File: config.mk
export PLATFORM = sky130hd
export DESIGN_NAME = me_search_ctrl
export DESIGN_NICKNAME = d
export VERILOG_FILES = /design/src/rtl/me_pkg.sv /design/src/rtl/me_tag_pipe.sv /design/src/rtl/me_search_ctrl.sv
export SDC_FILE = /design/constraint.sdc
export NUM_CORES = 1
export LEC_CHECK = 0
export ABC_AREA = 1
export CAP_MARGIN = 5
export CELL_PAD_IN_SITES_DETAIL_PLACEMENT = 1
export CELL_PAD_IN_SITES_GLOBAL_PLACEMENT = 1
export CORE_AREA = 2 2 102 144
export CTS_CLUSTER_DIAMETER = 50
export DETAILED_ROUTE_END_ITERATION = 10
export DIE_AREA = 0 0 104 146
export PLACE_DENSITY_LB_ADDON = 0.1
export SETUP_SLACK_MARGIN = 0.5
export SLEW_MARGIN = 20
export SYNTH_ARGS = -nofsm -noshare
export SYNTH_HDL_FRONTEND = slang
export SYNTH_SLANG_ARGS = --single-unit
File: constraint.sdc
create_clock -name clk -period 1.9 [get_ports clk]
set_input_delay 0.38 -clock clk [delete_from_list [all_inputs] [get_ports clk]]
set_output_delay 0.38 -clock clk [all_outputs]
set_load 0.02 [all_outputs]
File: src/rtl/me_pkg.sv
`default_nettype none
// ============================================================================
// Module   : me_pkg
// Purpose  : Shared types and constants for the motion-estimation search
//            controller: FSM state encoding, default SAD width with its
//            all-ones value, and the motion-vector component width.
// Revision : 1.0 - initial release
// ============================================================================
package me_pkg;

    // Default SAD width and its all-ones value at that width.
    localparam int SAD_W_DEF = 14;
    localparam logic [SAD_W_DEF-1:0] SAD_MAX = '1;

    // Width of each motion-vector component (candidate column/row index).
    localparam int MV_W = 8;

    typedef enum logic [2:0] {
        ST_IDLE  = 3'd0,
        ST_LOAD  = 3'd1,
        ST_SCAN  = 3'd2,
        ST_DRAIN = 3'd3,
        ST_DONE  = 3'd4
    } me_state_e;

endpackage : me_pkg
`default_nettype wire

File: src/rtl/me_tag_pipe.sv
`default_nettype none
// ============================================================================
// Module   : me_tag_pipe
// Purpose  : PIPE_LAT-deep shift register of candidate tags {valid, x, y}
//            that mirrors the PE array latency, so each SAD leaving the array
//            can be matched to the candidate position that produced it.
// Ports    : clk, rst (async active-low)
//            clr        - synchronous flush of all stages
//            shift_en   - advance the pipe by one stage
//            push_*     - tag entering stage 0 on a shift
//            tail_*     - oldest stage (tag matching the current SAD)
//            any_valid  - some stage holds a valid tag
//            head_valid - some non-tail stage holds a valid tag
// Revision : 1.0 - initial release
// ============================================================================
module me_tag_pipe #(
    parameter int PIPE_LAT = 2,
    parameter int TAG_W    = 8
) (
    input  logic             clk,
    input  logic             rst,
    input  logic             clr,
    input  logic             shift_en,
    input  logic             push_valid,
    input  logic [TAG_W-1:0] push_x,
    input  logic [TAG_W-1:0] push_y,
    output logic             tail_valid,
    output logic [TAG_W-1:0] tail_x,
    output logic [TAG_W-1:0] tail_y,
    output logic             any_valid,
    output logic             head_valid
);

    logic [PIPE_LAT-1:0]            valid_q, valid_d;
    logic [PIPE_LAT-1:0][TAG_W-1:0] x_q, x_d;
    logic [PIPE_LAT-1:0][TAG_W-1:0] y_q, y_d;

    always_comb begin
        valid_d = valid_q;
        x_d     = x_q;
        y_d     = y_q;
        if (clr) begin
            valid_d = '0;
            x_d     = '0;
            y_d     = '0;
        end else if (shift_en) begin
            valid_d[0] = push_valid;
            x_d[0]     = push_x;
            y_d[0]     = push_y;
            for (int i = 1; i < PIPE_LAT; i++) begin
                valid_d[i] = valid_q[i-1];
                x_d[i]     = x_q[i-1];
                y_d[i]     = y_q[i-1];
            end
        end
    end

    always_ff @(posedge clk or negedge rst) begin
        if (!rst) begin
            valid_q <= '0;
            x_q     <= '0;
            y_q     <= '0;
        end else begin
            valid_q <= valid_d;
            x_q     <= x_d;
            y_q     <= y_d;
        end
    end

    // head_valid tells the controller whether anything would remain valid
    // after the tail is consumed on the next shift.
    always_comb begin
        head_valid = 1'b0;
        for (int i = 0; i < PIPE_LAT - 1; i++) begin
            head_valid = head_valid | valid_q[i];
        end
    end

    assign any_valid  = |valid_q;
    assign tail_valid = valid_q[PIPE_LAT-1];
    assign tail_x     = x_q[PIPE_LAT-1];
    assign tail_y     = y_q[PIPE_LAT-1];

endmodule : me_tag_pipe
`default_nettype wire

File: src/rtl/me_search_ctrl.sv
`default_nettype none
// ============================================================================
// Module   : me_search_ctrl
// Purpose  : Sequencer for the 8x8 SAD PE array. Preloads the reference
//            window, raster-scans RANGE_X x RANGE_Y candidates, tracks the
//            minimum SAD coming back from the array and reports it with its
//            motion vector on a one-cycle done pulse.
// Ports    : clk, rst (async active-low)
//            start        - begin a search (IDLE only)
//            ref_valid    - reference data available; low freezes progress
//            pe_result    - SAD from the PE array
//            compute_flag - array compute enable (SCAN)
//            pause        - array freeze (!ref_valid while active)
//            only_read    - array preload mode (LOAD)
//            busy         - search in progress, through the DONE cycle
//            done         - one-cycle pulse, best_* valid
//            best_sad, best_mv_x, best_mv_y - result of last completed search
// Revision : 1.0 - initial release
// ============================================================================
module me_search_ctrl
    import me_pkg::*;
#(
    parameter int SAD_W    = SAD_W_DEF,
    parameter int RANGE_X  = 16,
    parameter int RANGE_Y  = 16,
    parameter int LOAD_CYC = 8,
    parameter int PIPE_LAT = 2
) (
    input  logic             clk,
    input  logic             rst,
    input  logic             start,
    input  logic             ref_valid,
    input  logic [SAD_W-1:0] pe_result,
    output logic             compute_flag,
    output logic             pause,
    output logic             only_read,
    output logic             busy,
    output logic             done,
    output logic [SAD_W-1:0] best_sad,
    output logic [MV_W-1:0]  best_mv_x,
    output logic [MV_W-1:0]  best_mv_y
);

    localparam int               LCW         = (LOAD_CYC > 1) ? $clog2(LOAD_CYC) : 1;
    localparam logic [LCW-1:0]   C_LOAD_LAST = LCW'(LOAD_CYC - 1);
    localparam logic [MV_W-1:0]  C_X_LAST    = MV_W'(RANGE_X - 1);
    localparam logic [MV_W-1:0]  C_Y_LAST    = MV_W'(RANGE_Y - 1);
    localparam logic [SAD_W-1:0] C_SAD_INIT  = {SAD_W{1'b1}};

    me_state_e        state_q, state_d;
    logic [LCW-1:0]   load_cnt_q, load_cnt_d;
    logic [MV_W-1:0]  x_q, x_d, y_q, y_d;
    logic [SAD_W-1:0] min_q, min_d;
    logic [MV_W-1:0]  min_x_q, min_x_d, min_y_q, min_y_d;
    logic [SAD_W-1:0] best_sad_q, best_sad_d;
    logic [MV_W-1:0]  best_x_q, best_x_d, best_y_q, best_y_d;

    logic             accepted;
    logic             pipe_clr;
    logic             tail_valid, any_valid, head_valid;
    logic [MV_W-1:0]  tail_x, tail_y;

    assign accepted = (state_q != ST_IDLE) && ref_valid;

    me_tag_pipe #(
        .PIPE_LAT (PIPE_LAT),
        .TAG_W    (MV_W)
    ) u_tag_pipe (
        .clk        (clk),
        .rst        (rst),
        .clr        (pipe_clr),
        .shift_en   (accepted),
        .push_valid (state_q == ST_SCAN),
        .push_x     (x_q),
        .push_y     (y_q),
        .tail_valid (tail_valid),
        .tail_x     (tail_x),
        .tail_y     (tail_y),
        .any_valid  (any_valid),
        .head_valid (head_valid)
    );

    always_comb begin
        state_d    = state_q;
        load_cnt_d = load_cnt_q;
        x_d        = x_q;
        y_d        = y_q;
        min_d      = min_q;
        min_x_d    = min_x_q;
        min_y_d    = min_y_q;
        best_sad_d = best_sad_q;
        best_x_d   = best_x_q;
        best_y_d   = best_y_q;
        pipe_clr   = 1'b0;

        // Strictly-less keeps the earliest raster candidate on ties, and an
        // all-ones SAD can never displace the all-ones initial minimum.
        if (accepted && tail_valid && (pe_result < min_q)) begin
            min_d   = pe_result;
            min_x_d = tail_x;
            min_y_d = tail_y;
        end

        case (state_q)
            ST_IDLE: begin
                if (start) begin
                    state_d    = ST_LOAD;
                    load_cnt_d = '0;
                    x_d        = '0;
                    y_d        = '0;
                    pipe_clr   = 1'b1;
                    min_d      = C_SAD_INIT;
                    min_x_d    = '0;
                    min_y_d    = '0;
                end
            end
            ST_LOAD: begin
                if (accepted) begin
                    if (load_cnt_q == C_LOAD_LAST) begin
                        state_d = ST_SCAN;
                    end else begin
                        load_cnt_d = load_cnt_q + 1'b1;
                    end
                end
            end
            ST_SCAN: begin
                if (accepted) begin
                    if (x_q == C_X_LAST) begin
                        x_d = '0;
                        if (y_q == C_Y_LAST) begin
                            state_d = ST_DRAIN;
                        end else begin
                            y_d = y_q + 1'b1;
                        end
                    end else begin
                        x_d = x_q + 1'b1;
                    end
                end
            end
            ST_DRAIN: begin
                // Leave once the tail compare this cycle is the last valid
                // tag, so best_* is already updated in the DONE cycle.
                if (!any_valid || (accepted && !head_valid)) begin
                    state_d    = ST_DONE;
                    best_sad_d = min_d;
                    best_x_d   = min_x_d;
                    best_y_d   = min_y_d;
                end
            end
            ST_DONE: begin
                state_d = ST_IDLE;
            end
            default: begin
                state_d = ST_IDLE;
            end
        endcase
    end

    always_ff @(posedge clk or negedge rst) begin
        if (!rst) begin
            state_q    <= ST_IDLE;
            load_cnt_q <= '0;
            x_q        <= '0;
            y_q        <= '0;
            min_q      <= '0;
            min_x_q    <= '0;
            min_y_q    <= '0;
            best_sad_q <= '0;
            best_x_q   <= '0;
            best_y_q   <= '0;
        end else begin
            state_q    <= state_d;
            load_cnt_q <= load_cnt_d;
            x_q        <= x_d;
            y_q        <= y_d;
            min_q      <= min_d;
            min_x_q    <= min_x_d;
            min_y_q    <= min_y_d;
            best_sad_q <= best_sad_d;
            best_x_q   <= best_x_d;
            best_y_q   <= best_y_d;
        end
    end

    assign busy         = (state_q != ST_IDLE);
    assign done         = (state_q == ST_DONE);
    assign compute_flag = (state_q == ST_SCAN);
    assign only_read    = (state_q == ST_LOAD);
    assign pause        = busy && !ref_valid;
    assign best_sad     = best_sad_q;
    assign best_mv_x    = best_x_q;
    assign best_mv_y    = best_y_q;

endmodule : me_search_ctrl
`default_nettype wire

==> run summary, run 1 <==
The root buffer cell chosen for the clock tree is clkbuf_16. The iteration count of the initial detailed-routing pass was 4; the required time reported for the critical path endpoint was 2.23 ns. The part of the cycle the worst path needs was 1.053; the via count of the first global-routing pass was 5654. In this run, synthesis produced a sequential element count of 116. Mean post-synth cell area: 8.179 µm². The worst setup path is captured at a flip-flop. Slew at the pin with the worst max-slew slack: 0.3923 ns.

The number of clock buffers added by TritonCTS is 17. The number of antenna violations at the first check in global routing was 0. The run gives 0.005480 mm² as the post-synthesis instance area. After synthesis, the cell types taking the most area are dfrtp_1 (53%), nand2_1 (13%), inv_1 (7.9%). The first global-routing pass estimated 29.16 mm of wire. Synthesis produced 670 cells. The logs give 499.7 MHz for the timing-limited maximum frequency and 4.507 nW for the leakage power.

The clock insertion delay at the later pin of the skew report is 0.41 ns. Counting along the longest clock path gives a buffer depth of 2. The share of cells above drive strength 1 is 0.4675, and the sink count of the clock tree is 116. The post-synthesis compound-gate area fraction was 0.06918. In the final design database the tool counted 837 nets.

Reg2reg setup slack: -0.10 ns. Largest family of logic cells by synthesized area: simple AND/OR/NAND/NOR gates. Using the TritonRoute via totals, the vias-per-cell ratio works out to 5.357. The parity-gate share of the synthesized area counting xor and xnor cells was 0.009589. The post-placement cell area came out at 0.006765 mm². The final reports fail on setup timing. The sequential area share after synthesis was 0.5297; the clock slew at the register clock pins of the worst setup and hold paths was 0.06 ns. The number of diodes was 0; the width of the die was 104 µm. The overall global routing resource usage is 0.2430.

TritonCTS built the clock tree. The maximum resistive drop on vdd is 0.0008054 V. The flow ran to the end, but the final reports show violations. The run gives 0 as the number of warnings issued by yosys. The final count of hold timing violations is 0. The die outline area was 0.01518 mm². The critical path in this run is classified as reg -> reg. The largest area contributor in the netlist is dfrtp_1. Setup repair after global routing could not meet its margin everywhere. Area share of and/or/nand/nor cells after synthesis: 0.2502.

The area growth from synthesis to layout works out to 65.84%. Setup violations remaining at the end of the flow were counted as 36. After routing the design area is 0.009089 mm².

For the finished layout, the period the worst path requires is 2.001 ns. The placement-stage worst setup slack came out at -0.5231 ns. The overall die height came out at 146 µm.

Class of the most critical hold timing path: in -> async. Net count after synthesis: 705. After detailed routing, the average wire length per cell comes to 23.18 µm. The routed design has 23.18 mm of wire. The detail route stage leaves a number of antenna-violating nets equal to 0.

The setup skew after layout was 0.007606 ns; the total global routing overflow was 0. The number of buffers added on ports was 52; the total I/O pin count was 53. The core region is 0.01378 mm². The run gives 233 as the violation count after the first detailed-route iteration. In this run the power density over the cells is 1183 mW/mm². The share of the synthesized area in the top cell type is 0.5297, and the DRC violations left is 0. Counting distinct cell types in the post-synthesis netlist gives 27. The adder and majority cell fraction of the synthesized area was 0.03881. Of all nets on the critical path, the largest fanout is 8. Initial cell density of the core: 0.3976. Worst-case setup margin in the final layout: -0.1012 ns. The relative slew slack was 0.7375. After routing, the total negative slack on setup checks comes to -1.663 ns. The proportion of synthesized area in mux cells came out at 0. The congestion estimate from routability-driven global placement came to 0.7980. Entering global routing, the biggest net connects 64 pins.

The tools report the final max-slew violation count as 0. The routed layout has 5357 vias. The tools report the kind of start point of the critical path as a flip-flop. The total of max-cap violations was 0; the half-perimeter wire length after detailed placement was 10.48 mm. Placement row count: 51. The logs give 2.33 ns for the data arrival at the endpoint of the critical path and 4 for the number of levels the H-tree was split into.
-- layout make-up --
type / instances / area (µm²)
Fill cell: 1477 / 4695
Multi-Input combinational cell: 412 / 3318
Sequential cell: 116 / 2907
Timing Repair Buffer: 136 / 1519
Inverter: 118 / 508.0
Clock buffer: 22 / 464.2
Tap cell: 185 / 231.5
Clock inverter: 10 / 130.1
Timing Repair inverter: 1 / 11.26
-- synthesized netlist by cell type --
master / count
a21oi_1: 5
a21oi_4: 1
a31oi_1: 2
and3_1: 2
buf_2: 14
buf_4: 2
clkbuf_1: 9
dfrtp_1: 116
ha_1: 17
inv_1: 115
inv_2: 3
nand2_1: 190
nand2_2: 2
nand3_1: 77
nand4_1: 5
nor2_1: 40
nor2_2: 2
nor2_4: 2
nor3_1: 3
nor3_2: 1
o21a_1: 3
o21ai_0: 17
o21ai_1: 2
o21bai_1: 1
o22ai_1: 32
or2_2: 1
xor2_1: 6
-- worst max-delay path, stage by stage (launching register included) --
cell and delay, ns:
dfrtp_1 0.38, inv_2 0.10, ha_4 0.22, a21oi_2 0.18
nand3_2 0.14, nor2_4 0.23, nand2_4 0.09, buf_6 0.15
buf_16 0.16, nand2_4 0.07, nand2_2 0.05, nor2_2 0.15
-- metrics by stage --
| step | util | hold WS (ns) | instances | power (W) |
|---|---|---|---|---|
| 2_1_floorplan | - | 0.08441 | 670 | 0.005029 |
| 3_5_place_dp | 0.4908 | 0.2002 | 913 | 0.005716 |
| 3_3_place_gp | 0.4908 | 0.1987 | 913 | 0.005527 |
| 6_report | 0.6594 | 0.3154 | 1000 | 0.01076 |
| 4_1_cts | 0.5651 | 0.3068 | 965 | 0.009620 |
| 5_1_grt | 0.6594 | 0.3165 | 1000 | 0.01122 |
-- layer usage --
metal	up-vias	global-route usage	wire length, µm
li1	2381	-	-
met1	2779	0.2586	8341
met2	138	0.4645	13350
met3	59	0.05329	669
met4	0	0.08851	826
met5	-	0	0
-- placed cells by master, fill, tap and decap left out, types with 24 or more instances in the layout --
master | Yosys | layout
buf_2 | 14 | 30
dfrtp_1 | 116 | 113
buf_6 | 0 | 29
buf_4 | 2 | 30
nand2_1 | 190 | 120
nand3_2 | 0 | 34
nand3_1 | 77 | 35
nand2_2 | 2 | 45
nor2_1 | 40 | 24
inv_1 | 115 | 93
-- timing repair --
action / 4_1_cts / 5_1_grt
endpoints found under the setup margin: 151 / 121
pin swaps: 20 / 66
endpoints found under the hold margin: 3 / 0
setup buffers: 13 / 28
hold buffers: 1 / 0
cloned: 6 / 7
resized for setup: 240 / 223
-- worst paths after layout --
kind / to / cells past startpoint / start
hold / removal: best_sad[11] / 2 / rst
setup / recovery: min_y_q[1] / 11 / min_q[13]
setup reg to reg: min_y_q[1] / 11 / min_q[13]
hold reg to reg: best_sad[5] / 2 / best_sad[5]
max in group asynchronous: state_q[1] / 3 / rst
min in group clk: best_sad[5] / 2 / best_sad[5]
-- cell families after synthesis --
| logic type | Yosys count |
|---|---|
| AOI/OAI and AO/OA | 63 |
| xor gates and xnor gates | 6 |
| adders and majority gates | 17 |
| buffers and inverters | 143 |
| DFF | 116 |
| and+or+nand+nor | 325 |
-- power by group --
| group | switching [W] | leakage (nW) | total (W) | internal (W) |
|---|---|---|---|---|
| registers | 0.000380 | 1.47 | 0.00344 | 0.00306 |
| clock network | 0.00121 | 0.290 | 0.00333 | 0.00212 |
| logic | 0.00237 | 2.75 | 0.00398 | 0.00161 |
| total | 0.00397 | 4.51 | 0.0108 | 0.00679 |
-- state kept, by name (all words and copies together), names as in the netlist --
| signal | count |
|---|---|
| u_tag_pipe.x_q | 8 |
| u_tag_pipe.tail_y | 8 |
| best_mv_y | 8 |
| best_sad | 14 |
| min_q | 14 |
| state_q | 3 |
| u_tag_pipe.tail_x | 8 |
| u_tag_pipe.y_q | 8 |
| min_y_q | 8 |
| load_cnt_q | 3 |
| u_tag_pipe.valid_q | 2 |
| y_q | 8 |
| best_mv_x | 8 |
| x_q | 8 |
| min_x_q | 8 |
(Power assumes the default switching activity.)
==> inputs of run 2 (changes only) <==
--- a/config.mk
+++ b/config.mk
@@ -11,6 +11,7 @@
 export CELL_PAD_IN_SITES_GLOBAL_PLACEMENT = 1
 export CORE_AREA = 2 2 102 144
 export CTS_CLUSTER_DIAMETER = 50
+export CTS_CLUSTER_SIZE = 16
 export DETAILED_ROUTE_END_ITERATION = 10
 export DIE_AREA = 0 0 104 146
 export PLACE_DENSITY_LB_ADDON = 0.1
==> results of run 2 <==
Same layout as run 1: the final DEF is identical, and so are final timing and power.
==> inputs of run 3 (changes only) <==
==> constraint.sdc (replaced) <==
create_clock -name clk -period 2.09 [get_ports clk]
set_input_delay 0.418 -clock clk [delete_from_list [all_inputs] [get_ports clk]]
set_output_delay 0.418 -clock clk [all_outputs]
set_load 0.02 [all_outputs]
==> run 3 against run 2 <==
- the flow finishes with violations (hold timing)
- sequential cell count did not move
- die area did not move
- first-iteration DRC count fell by 4.3%
- largest power group unchanged
- critical path type unchanged
- core utilization fell by 2.7 points
- setup slack improved by 0.15 ns
- via count fell by 2.4%
- hold slack got worse by 0.32 ns
- register-to-register slack improved by 0.15 ns
- clock power fell by 14%
==> run summary, run 3 (synthesized netlist as in run 1, its figures left out) <==
The checks that failed: hold timing. Final weighted congestion in routability-driven placement: 0.8130 (+1.9%). The buffer and inverter count on the worst path was 4 (+1); the die outline area was 0.01518 mm² (unchanged).

The count of placed standard cells in the final layout, fillers left out came out at 993 (-0.70%). The setup skew after layout is 0.009823 ns (+0.002217 ns), and the power density over cell area is 1088 mW/mm² (-8.1%). The total of max-cap violations was 0 (unchanged).

The class of the most critical hold timing path was in -> async. The run finished, with violations left. The kind of critical path was reg -> reg.

The clock slew at the register clock pins of the worst setup and hold paths is 0.05 ns (about the same), and the total number of vias is 5227 (-2.4%). For the number of failing setup endpoints in the final timing report, the log shows 0 (-100%). Traced cell by cell, the critical path runs through inv_2 > ha_1 > nand2_2 > inv_1 > a21oi_2 > nand2_2 > nand2_4 > buf_12 > nand2_8 > buf_16 > nand2_4 > nand2_1 > nor2_1. The tools report the number of buffers created by CTS as 17 (unchanged). Maximum buffer depth of the clock tree: 2 (unchanged).

The final wirelength was 20.80 mm (-10%); the total instance count after detailed placement was 907 (-0.66%). The post-placement cell area is 0.006389 mm² (-5.6%), and the final count of hold timing violations is 2 (+2). Total I/O pin count: 53 (unchanged). The tools report the relative slew slack as 0.7636 (+0.02609).

Setup repair after global routing could not meet its margin everywhere. The first-pass GRT wire length was 29.92 mm (+2.6%). For the sink count of the clock tree, the log shows 116 (unchanged). The overall global routing resource usage is 0.2522 (+0.009113), and the core outline area is 0.01378 mm² (unchanged). The number of antenna violations at the first check in global routing is 0 (unchanged), and the post-layout minimum cycle time is 2.039 ns (+0.03810 ns).

The logs give 51 (unchanged) for the placement row count and 0.3976 (unchanged) for the initial cell density of the core. The kind of start point of the critical path was a flip-flop. Required time reported for the critical path endpoint: 2.41 ns (+0.18 ns). The tightest hold margin was -0.008212 ns (-0.3236 ns); the via count of the first global-routing pass was 5750 (+1.7%). The cell family contributing the most delay on the critical path was simple AND/OR/NAND/NOR gates.

Slew at the pin with the worst max-slew slack: 0.3546 ns (-0.03769 ns). The run gives 0 (unchanged) as the total global routing overflow. The run gives 0 (unchanged) as the post-route antenna net violation count. The data arrival at the endpoint of the critical path was 2.36 ns (+0.03 ns). TritonCTS built the clock tree. The final max-slew violation count was 0 (unchanged); the pin count of the biggest net entering global routing was 62 (-3.1%). The top cell types in the final layout, fill and taps aside, are dfrtp_1 (114), nand2_1 (103), inv_1 (96). The total of hold buffers inserted after clock tree synthesis is 0 (-1), and the number of vias per cell after detailed routing is 5.264 (-1.7%).

The DRC violations left came out at 0 (unchanged). The half-perimeter wire length after detailed placement was 9.883 mm (-5.7%); the stage delay of the slowest cell on the critical path was 0.38 ns (about the same). The placement-stage worst setup slack was -0.3215 ns (+0.2017 ns).

The cell at the slowest stage of the critical path is dfrtp_1. STA classifies the critical path endpoint as a flip-flop. For the maximum resistive drop on vdd, the log shows 0.0006042 V (-25%). Overall die height: 146 µm (unchanged). The number of diodes came out at 0 (unchanged). The clock insertion delay at the later pin of the skew report was 0.42 ns (about the same); the final non-filler cell area was 0.008717 mm² (-4.1%). The share of cells above drive strength 1 came out at 0.3948 (-0.07268).

The library cell used most frequently in the layout, excluding fill and tap cells, is dfrtp_1. The width of the die came out at 104 µm (unchanged). Part of the cycle the worst path needs: 0.9757 (-0.07752). The leakage power was 4.424 nW (-1.8%); the timing-limited maximum frequency was 490.4 MHz (-1.9%). The average wire per standard cell was 20.95 µm (-9.6%). The tools report the iteration count of the initial detailed-routing pass as 4 (unchanged). For the violation count after the first detailed-route iteration, the log shows 223 (-4.3%).

Relative to the synthesized area, the layout overhead comes to 59.06%. The number of levels the H-tree was split into is 4 (unchanged). Maximum fanout along the worst path: 6 (-2). Number of buffers added on ports: 52 (unchanged).

The tools report the root buffer selected by CTS as clkbuf_16. The worst-case setup margin in the final layout is 0.05073 ns (+0.1519 ns). The accumulated negative setup slack is 0 ns (+1.663 ns), and the net count reported at finish is 833 (-0.48%).
run 3: per-stage QoR:
stage	total power, W	hold slack (ns)	utilization
after detailed placement	0.004876	0.4516	0.4635
after global routing	0.009961	0.01659	0.6324
after CTS	0.008666	0.01288	0.5747
after floorplan	0.004307	0.1224	-
final	0.009480	-0.008212	0.6324
after global placement	0.004741	0.4523	0.4635
run 3: routing by layer:
| metal | vias to the layer above | global-route usage | share of wire |
|---|---|---|---|
| li1 | 2371 | - | - |
| met1 | 2688 | 0.2717 | 0.36 |
| met2 | 112 | 0.4780 | 0.57 |
| met3 | 56 | 0.05150 | 0.025 |
| met4 | 0 | 0.09797 | 0.038 |
| met5 | - | 0 | 0 |
run 3: report_power, final:
part	switching [W]	internal [W]	total (W)
sequential	0.000291	0.00278	0.00307
combinational	0.00213	0.00140	0.00353
clock	0.00102	0.00185	0.00288
run 3: what timing repair did:
item / 4_1_cts / 5_1_grt
endpoints found under the hold margin: 0 / 0
pin swaps: 32 / 44
gates cloned: 10 / 3
resized for setup: 227 / 156
endpoints found under the setup margin: 131 / 122
setup buffers: 24 / 20
run 3: final timing paths:
kind	from	end	slack [ns]	cells after the start
setup / recovery	min_q[4]	min_y_q[3]	0.05	13
hold / removal	rst	best_sad[9]	-0.008	2
setup reg to reg	min_q[4]	min_y_q[3]	0.05	13
hold reg to reg	best_mv_x[4]	best_mv_x[4]	0.48	2
max in group asynchronous	rst	y_q[5]	1.78	2
min in group clk	best_mv_x[4]	best_mv_x[4]	0.48	2
run 3: layout make-up:
class / instances / area, µm²
sequential: 116 / 2905
clock inverter: 5 / 75.07
clock buffer: 24 / 491.7
multi-input combinational: 411 / 3023
timing repair inverter: 1 / 7.507
timing repair buffer: 133 / 1519
inverter: 118 / 464.2
tap: 185 / 231.5
fill: 1550 / 5066
